### src/rtl/prog_loader.sv
// Streams a program image into the core's instruction cache over a valid/ready port,
// then pulses loadPC with the entry PC. Tracks overflow, abort and a running checksum.
module prog_loader #(
    parameter int N      = 32,
    parameter int ADDR_W = 7,
    parameter int PC_W   = 30
) (
    input  logic              clk,
    input  logic              rst_n,
    input  logic              start,
    input  logic              abort,
    input  logic [ADDR_W-1:0] base_addr,
    input  logic [ADDR_W:0]   word_count,
    input  logic [PC_W-1:0]   entry_pc,
    input  logic              in_valid,
    input  logic [N-1:0]      in_word,
    output logic              in_ready,
    output logic              prog,
    output logic              prog_we,
    output logic [ADDR_W-1:0] blockAddr,
    output logic [N-1:0]      Iword,
    output logic              loadPC,
    output logic [PC_W-1:0]   initPC,
    output logic              busy,
    output logic              done,
    output logic              err,
    output logic [N-1:0]      checksum
);

    typedef enum logic [1:0] {
        S_IDLE,
        S_LOAD,
        S_LAUNCH,
        S_RUN
    } state_t;

    localparam logic [ADDR_W+1:0] DEPTH = (ADDR_W+2)'(1) << ADDR_W;

    state_t              state;
    logic [ADDR_W-1:0]   wr_ptr;
    logic [ADDR_W:0]     acc_cnt;
    logic [ADDR_W:0]     cnt_reg;
    logic [PC_W-1:0]     entry_reg;
    logic [ADDR_W+1:0]   end_addr;
    logic                accept;

    // Widened by one bit so base+count == depth is representable and legal.
    assign end_addr = {2'b00, base_addr} + {1'b0, word_count};
    assign accept   = in_valid & in_ready & ~abort;

    always_ff @(posedge clk or negedge rst_n) begin
        if (!rst_n) begin
            state     <= S_IDLE;
            wr_ptr    <= '0;
            acc_cnt   <= '0;
            cnt_reg   <= '0;
            entry_reg <= '0;
            in_ready  <= 1'b0;
            prog      <= 1'b0;
            prog_we   <= 1'b0;
            blockAddr <= '0;
            Iword     <= '0;
            loadPC    <= 1'b0;
            initPC    <= '0;
            busy      <= 1'b0;
            done      <= 1'b0;
            err       <= 1'b0;
            checksum  <= '0;
        end else begin
            prog_we <= 1'b0;
            loadPC  <= 1'b0;
            case (state)
                S_IDLE, S_RUN: begin
                    if (start) begin
                        done <= 1'b0;
                        if (end_addr > DEPTH) begin
                            err   <= 1'b1;
                            busy  <= 1'b0;
                            state <= S_IDLE;
                        end else begin
                            err       <= 1'b0;
                            checksum  <= '0;
                            cnt_reg   <= word_count;
                            wr_ptr    <= base_addr;
                            acc_cnt   <= '0;
                            entry_reg <= entry_pc;
                            busy      <= 1'b1;
                            if (word_count != '0) begin
                                state    <= S_LOAD;
                                prog     <= 1'b1;
                                in_ready <= 1'b1;
                            end else begin
                                state  <= S_LAUNCH;
                                loadPC <= 1'b1;
                                initPC <= entry_pc;
                            end
                        end
                    end
                end
                S_LOAD: begin
                    if (abort) begin
                        err      <= 1'b1;
                        state    <= S_IDLE;
                        prog     <= 1'b0;
                        busy     <= 1'b0;
                        in_ready <= 1'b0;
                    end else if (accept) begin
                        blockAddr <= wr_ptr;
                        Iword     <= in_word;
                        prog_we   <= 1'b1;
                        wr_ptr    <= wr_ptr + ADDR_W'(1);
                        acc_cnt   <= acc_cnt + (ADDR_W+1)'(1);
                        checksum  <= checksum + in_word;
                        in_ready  <= (acc_cnt + (ADDR_W+1)'(1)) < cnt_reg;
                    end else if (acc_cnt == cnt_reg) begin
                        // Reached only once the final write cycle has been presented.
                        state  <= S_LAUNCH;
                        prog   <= 1'b0;
                        loadPC <= 1'b1;
                        initPC <= entry_reg;
                    end
                end
                S_LAUNCH: begin
                    state <= S_RUN;
                    busy  <= 1'b0;
                    done  <= 1'b1;
                end
                default: state <= S_IDLE;
            endcase
        end
    end

endmodule

### config.mk
export PLATFORM = sky130hd
export DESIGN_NAME = prog_loader
export DESIGN_NICKNAME = d
export VERILOG_FILES = /design/src/rtl/prog_loader.sv
export SDC_FILE = /design/constraint.sdc
export NUM_CORES = 1
export LEC_CHECK = 0
export BUFFER_PORTS_ARGS = -buffer_cell sky130_fd_sc_hd__buf_2
export CAP_MARGIN = 20
export CORE_UTILIZATION = 60
export CTS_CLUSTER_SIZE = 25
export DETAILED_ROUTE_END_ITERATION = 12
export PLACE_DENSITY = 0.91
export SETUP_SLACK_MARGIN = 0.2
export SLEW_MARGIN = 20
export SYNTH_ARGS = -nofsm -noshare
export SYNTH_HDL_FRONTEND = slang
export SYNTH_SLANG_ARGS = --single-unit
export TNS_END_PERCENT = 5
### constraint.sdc
create_clock -name clk -period 5.6 [get_ports clk]
set_clock_uncertainty 0.2 [all_clocks]
set_input_delay 0.28 -clock clk [delete_from_list [all_inputs] [get_ports clk]]
set_output_delay 0.28 -clock clk [all_outputs]
set_load 0.005 [all_outputs]
### Word level (Yosys, flattened, before mapping)

Index checks and enable logic that the tools add are counted.

| word-level totals | value |
|---|---|
| register bits | 163 |
| input port bits | 82 |
| output and inout bits | 108 |
| word-level logic and storage cells | 116 |

| operators by class | value |
|---|---|
| $add $sub $neg | 4 |
| magnitude comparators | 2 |
| equal/unequal tests | 16 |
| muxes and demuxes | 59 |
| bitwise gates (word level) | 4 |
| reductions and logical operators | 15 |

Operator list:

| kind | count |
|---|---|
| $mux 30 | 6 |
| $mux 32 | 4 |
| $pmux 32 s2 | 1 |
| $pmux 30 s2 | 1 |
| $add 32x32->32 | 1 |
| $mux 8 | 4 |
| $mux 7 | 4 |
| $mux 1 | 24 |
| $ne 2x2->1 const B | 9 |
| $pmux 8 s2 | 1 |
| $pmux 7 s2 | 1 |
| $mux 2 | 6 |
| $reduce_and 3->1 | 4 |
| $pmux 1 s2 | 5 |
| $reduce_and 5->1 | 2 |
| $add 7x8->9 | 1 |
| $gt 9x8->1 const B | 1 |
| $ne 3x3->1 const B | 3 |
| $add 8x1->8 const B | 1 |
| $eq 8x8->1 | 1 |
| $lt 8x8->1 | 1 |
| $reduce_bool 8->1 | 1 |
| $add 7x1->7 const B | 1 |
| $reduce_and 7->1 | 1 |
| 11 further kinds | 16 |

### Logic depth before layout (Yosys ltp)

| logic depth | value |
|---|---|
| depth after elaboration | 5 |
| gate-level depth with buffers | 12 |

### Worst setup path after synthesis

OpenSTA, ideal clock, no wires.

| timing | value |
|---|---|
| kind | input-to-reg |
| start | input base_addr[0] |
| end | register cnt_reg[0] |
| arrival time | 2.740 ns |
| slack | 2.536 ns |
| cell stages on the path | 11 |
| path buffers | 1 |
| cell sequence | ha_1 fa_1 a21oi_1 o211ai_1 xnor2_1 o211ai_2 a211oi_2 nor2_2 nor2_2 buf_2 mux2_2 |

| between the ends | value |
|---|---|
| cells in the longest elaborated chain, start to end | 4 |

Ends and longest elaborated chain:

| item | line | RTL |
|---|---|---|
| start: declaration | 12 | `input logic [ADDR_W-1:0] base_addr,` |
| $add 7x8->9 | 48 | `assign end_addr = {2'b00, base_addr} + {1'b0, word_count};` |
| $gt 9x8->1 | 76 | `if (end_addr > DEPTH) begin` |
| $not 1->1 (no source line) | n/a |  |
| $reduce_and 3->1 (no source line) | n/a |  |
| end signal: assignment | 83 | `cnt_reg <= word_count;` |
| end: declaration | 42 | `logic [ADDR_W:0] cnt_reg;` |

Every way passes these cells.
A chain may end at the register's enable or synchronous reset.

### Worst setup path in the final report

| timing | value |
|---|---|
| start | input base_addr[0] |
| end | register initPC[21] |

| between the ends | value |
|---|---|
| cells in the longest elaborated chain, start to end | 4 |

Ends and longest elaborated chain:

| item | line | RTL |
|---|---|---|
| $add 7x8->9 | 48 |  |
| $gt 9x8->1 | 76 |  |
| $ne 2x2->1 (no source line) | n/a |  |
| $reduce_and 7->1 (no source line) | n/a |  |
| end signal: assignment | 95 | `initPC <= entry_pc;` |
| end signal: assignment | 120 | `initPC <= entry_reg;` |
| end: declaration | 23 | `output logic [PC_W-1:0] initPC,` |

Every way passes these cells.

==> flow_summary.toml <==
[clocking]
numCtsBuffers = 17
cts_tree = "built"
clock-root-buffer = "clkbuf_16"
clkTransAtPathRegs_ps = 70
postCtsSetupBuffers = 0
insertion_delay_ps = 430
ctsHtreeMaxLevel = 4
clockBufferDepth = 2
numClockSinks = 163

[yosys]
synth-seq-area-share_pct = 45.9
synth_seq_cells = 163
netlist_area_mm2 = 0.00888
synth_cell_types = 57
synth_area_leaders = "dfrtp_1 (46%), mux2_2 (7.9%), ha_1 (7.0%)"
synthCells = 864
synth_enable_flop_cells = 0
synth_fp_nets = 998
yosysTopAreaCell = "dfrtp_1"
yosys-top-cells-count = "dfrtp_1 (163), nand2_1 (86), nor2_1 (70)"
synth_most_common_cell = "dfrtp_1"
synthArstFlopShare_pct = 100
synth_top_flop_cell = "dfrtp_1"
syn_avg_cell_area_um2 = 10.3
yosys.area.top_type_share_pct = 45.9
ys_warn_count = 0

[floorplanning]
core_mm2 = 0.0145
die_h_um = 124
initial_core_util_pct = 61.3
rows = 44
io_pins = 190
dieArea_mm2 = 0.0153
die_w_um = 124

[critical_path]
critPathRequiredTime_ps = 5730
path_class = "in -> reg"
cp_data_arrival_time_ps = 4540
worstReg2RegStart = "state[1]$_DFFE_PN0P_"
critical_path.startpoint_type = "primary input"
crit_slowest_cell = "a22oi_4"
critical_path.max_fanout = 35
rrSetupSlack_ps = 2020
cp-end-kind = "register"
reg2reg_depth = 9
path_cells = "dlygate4sd3_1 > buf_2 > ha_1 > fa_1 > a21oi_1 > o211ai_1 > xnor2_1 > o211ai_2 > a211oi_2 > o211ai_2 > a22oi_4 > buf_4 > nor2_1 > a21oi_1"
r2r-end = "initPC[21]$_DFFE_PN0P_"
worst_path_largest_cell_delay_ps = 790

[drt]
drc_errors = 0
wl_um = 24700
first_pass_iters = 5
drtAntennaViolNets = 0
viasPerCell = 6.01
routedWlPerCell_um = 18.8
vias = 7905
drt_iter0_drc = 754

[worst_hold_path]
min_to = "wr_ptr[4]$_DFFE_PN0P_"
min_path_type = "in -> reg"
hp-start = "base_addr[4]"
min_path_cells = 3

[timing]
tns_ps = 0
whs_ps = 44.2
hold_viol_final = 0
drv_slew = 0
max_slew_margin_pct = 39.7
post-route-min-period_ps = 4410
rsz0062_at_grt = "false"
finalSetupViolations = 0
max_freq_mhz = 227
worstMarginPinSlew_ps = 905
period_share_pct = 78.7

[power]
vdd_drop_max_mv = 0.272
power.internal_mw = 3.51
design_power_total_mw = 5.72
power_density_mw_per_mm2 = 504
p_comb_share_pct = 43.2
clock_power_share_pct = 21.0
swShare_pct = 38.8
leakagePower_nw = 5.46
pwr-share-seq_pct = 35.7
p_sw_mw = 2.22

[outcome]
status = "finished clean"

[cells_and_area]
n_antenna_cell = 0
layout.nets = 1253
drive_gt1_share_pct = 27.2
syn_to_final_growth_pct = 27.8
regArea_mm2 = 0.00408
top_regs = "Iword x32, checksum x32"
instances_no_fill = 1316
multiInputGateArea_mm2 = 0.00452
final_util_pct = 78.4
final.fill_count = 868

[grt]
grt-ovfl-total = 0
grt_antenna_before_repair = 0
grt_pass1_vias = 7773
grt_max_degree = 112
grt_pass1_wl_um = 38200
grt_usage_pct = 32.6

[place]
dpl.cell_count = 1207
portBuffers = 189
place_congestion = 0.951
dp_hpwl_um = 14600

[run]
drv_cap = 0
[metrics by stage]
step	worst slack, ps	instance area, µm²
after global placement	1660	9940
after global routing	940	11400
final	1190	11400
after CTS	1410	11300
after detailed placement	1570	9940
after floorplan	2540	8880
[power by group through the flow]
stage	Clock (mW)	Combinational (mW)	Sequential, mW
floorplan	0	1.56	1.99
CTS	1.20	2.38	2.01
global placement	0	2.21	1.99
global route	1.26	2.72	2.11
detailed placement	0	2.30	2.02
finish	1.20	2.47	2.05
[routing by layer]
| layer | share of wire, % | wire (µm) | GRT usage (%) |
|---|---|---|---|
| met1 | 39 | 9600 | 39.5 |
| met2 | 50 | 12200 | 53.5 |
| met3 | 6.7 | 1660 | 6.55 |
| met4 | 4.8 | 1170 | 19.8 |
| met5 | 0 | 0 | 0 |
[cells by family after synthesis]
family	count (synthesis)	synth area share (%)
compound gates	224	16.1
xor+xnor	42	4.14
fa+ha+maj	52	7.49
buf+inv	66	3.34
flops	163	45.9
mux	101	12.3
simple gates	216	10.7
[layout by cell type (no fill, tap or decap), drive strengths merged, types with 3 or more instances in the layout]
cell	count
clkbuf	19
o21a	6
o41ai	5
nand2b	5
inv	32
xor2	17
dfrtp	163
nand2	86
buf	198
nor4	3
a211oi	9
nand4	4
xnor2	25
nor3	3
clkinv	3
a21oi	67
o21bai	4
mux2i	35
a21o	16
nand3	16
o21ai	66
nor2b	4
nor2	72
clkinvlp	5
o211ai	7
or2	7
and3	7
mux2	66
a311oi	3
a22o	7
o31ai	18
dlygate4sd3	75
a222oi	5
ha	50
[worst max-delay path: cells and delay by family]
family          cells  cell delay (ps)
xor+xnor            1              190
compound gates      7             2260
buf+inv             3             1080
simple gates        1               90
fa+ha+maj           2              610
[cell type report]
| class | instances | share of cell area [%] |
|---|---|---|
| multi-input cells | 635 | 39.8 |
| clock buffers | 19 | 3.99 |
| flip-flops and latches | 163 | 35.9 |
| inverters | 29 | 0.959 |
| repair buffers | 273 | 16.0 |
| well taps | 184 | 2.03 |
| clock inverters | 13 | 1.32 |
[worst max-delay path by stage]
stage / from / to / slack, ps / depth (start not counted)
floorplan: base_addr[0] / cnt_reg[0]$_DFFE_PN0P_ / 2540 / 11
global placement: base_addr[0] / entry_reg[29]$_DFFE_PN0P_ / 1660 / 11
detailed placement: base_addr[0] / entry_reg[29]$_DFFE_PN0P_ / 1570 / 11
CTS: base_addr[0] / initPC[1]$_DFFE_PN0P_ / 1410 / 14
global route: base_addr[0] / initPC[21]$_DFFE_PN0P_ / 940 / 14
finish: base_addr[0] / initPC[21]$_DFFE_PN0P_ / 1190 / 14
[repair_timing]
action / CTS / global route
gates resized for setup: 0 / 0
hold buffers: 75 / 0
hold endpoints to repair: 207 / 0
Note: power is estimated with default switching activity, not from simulation.
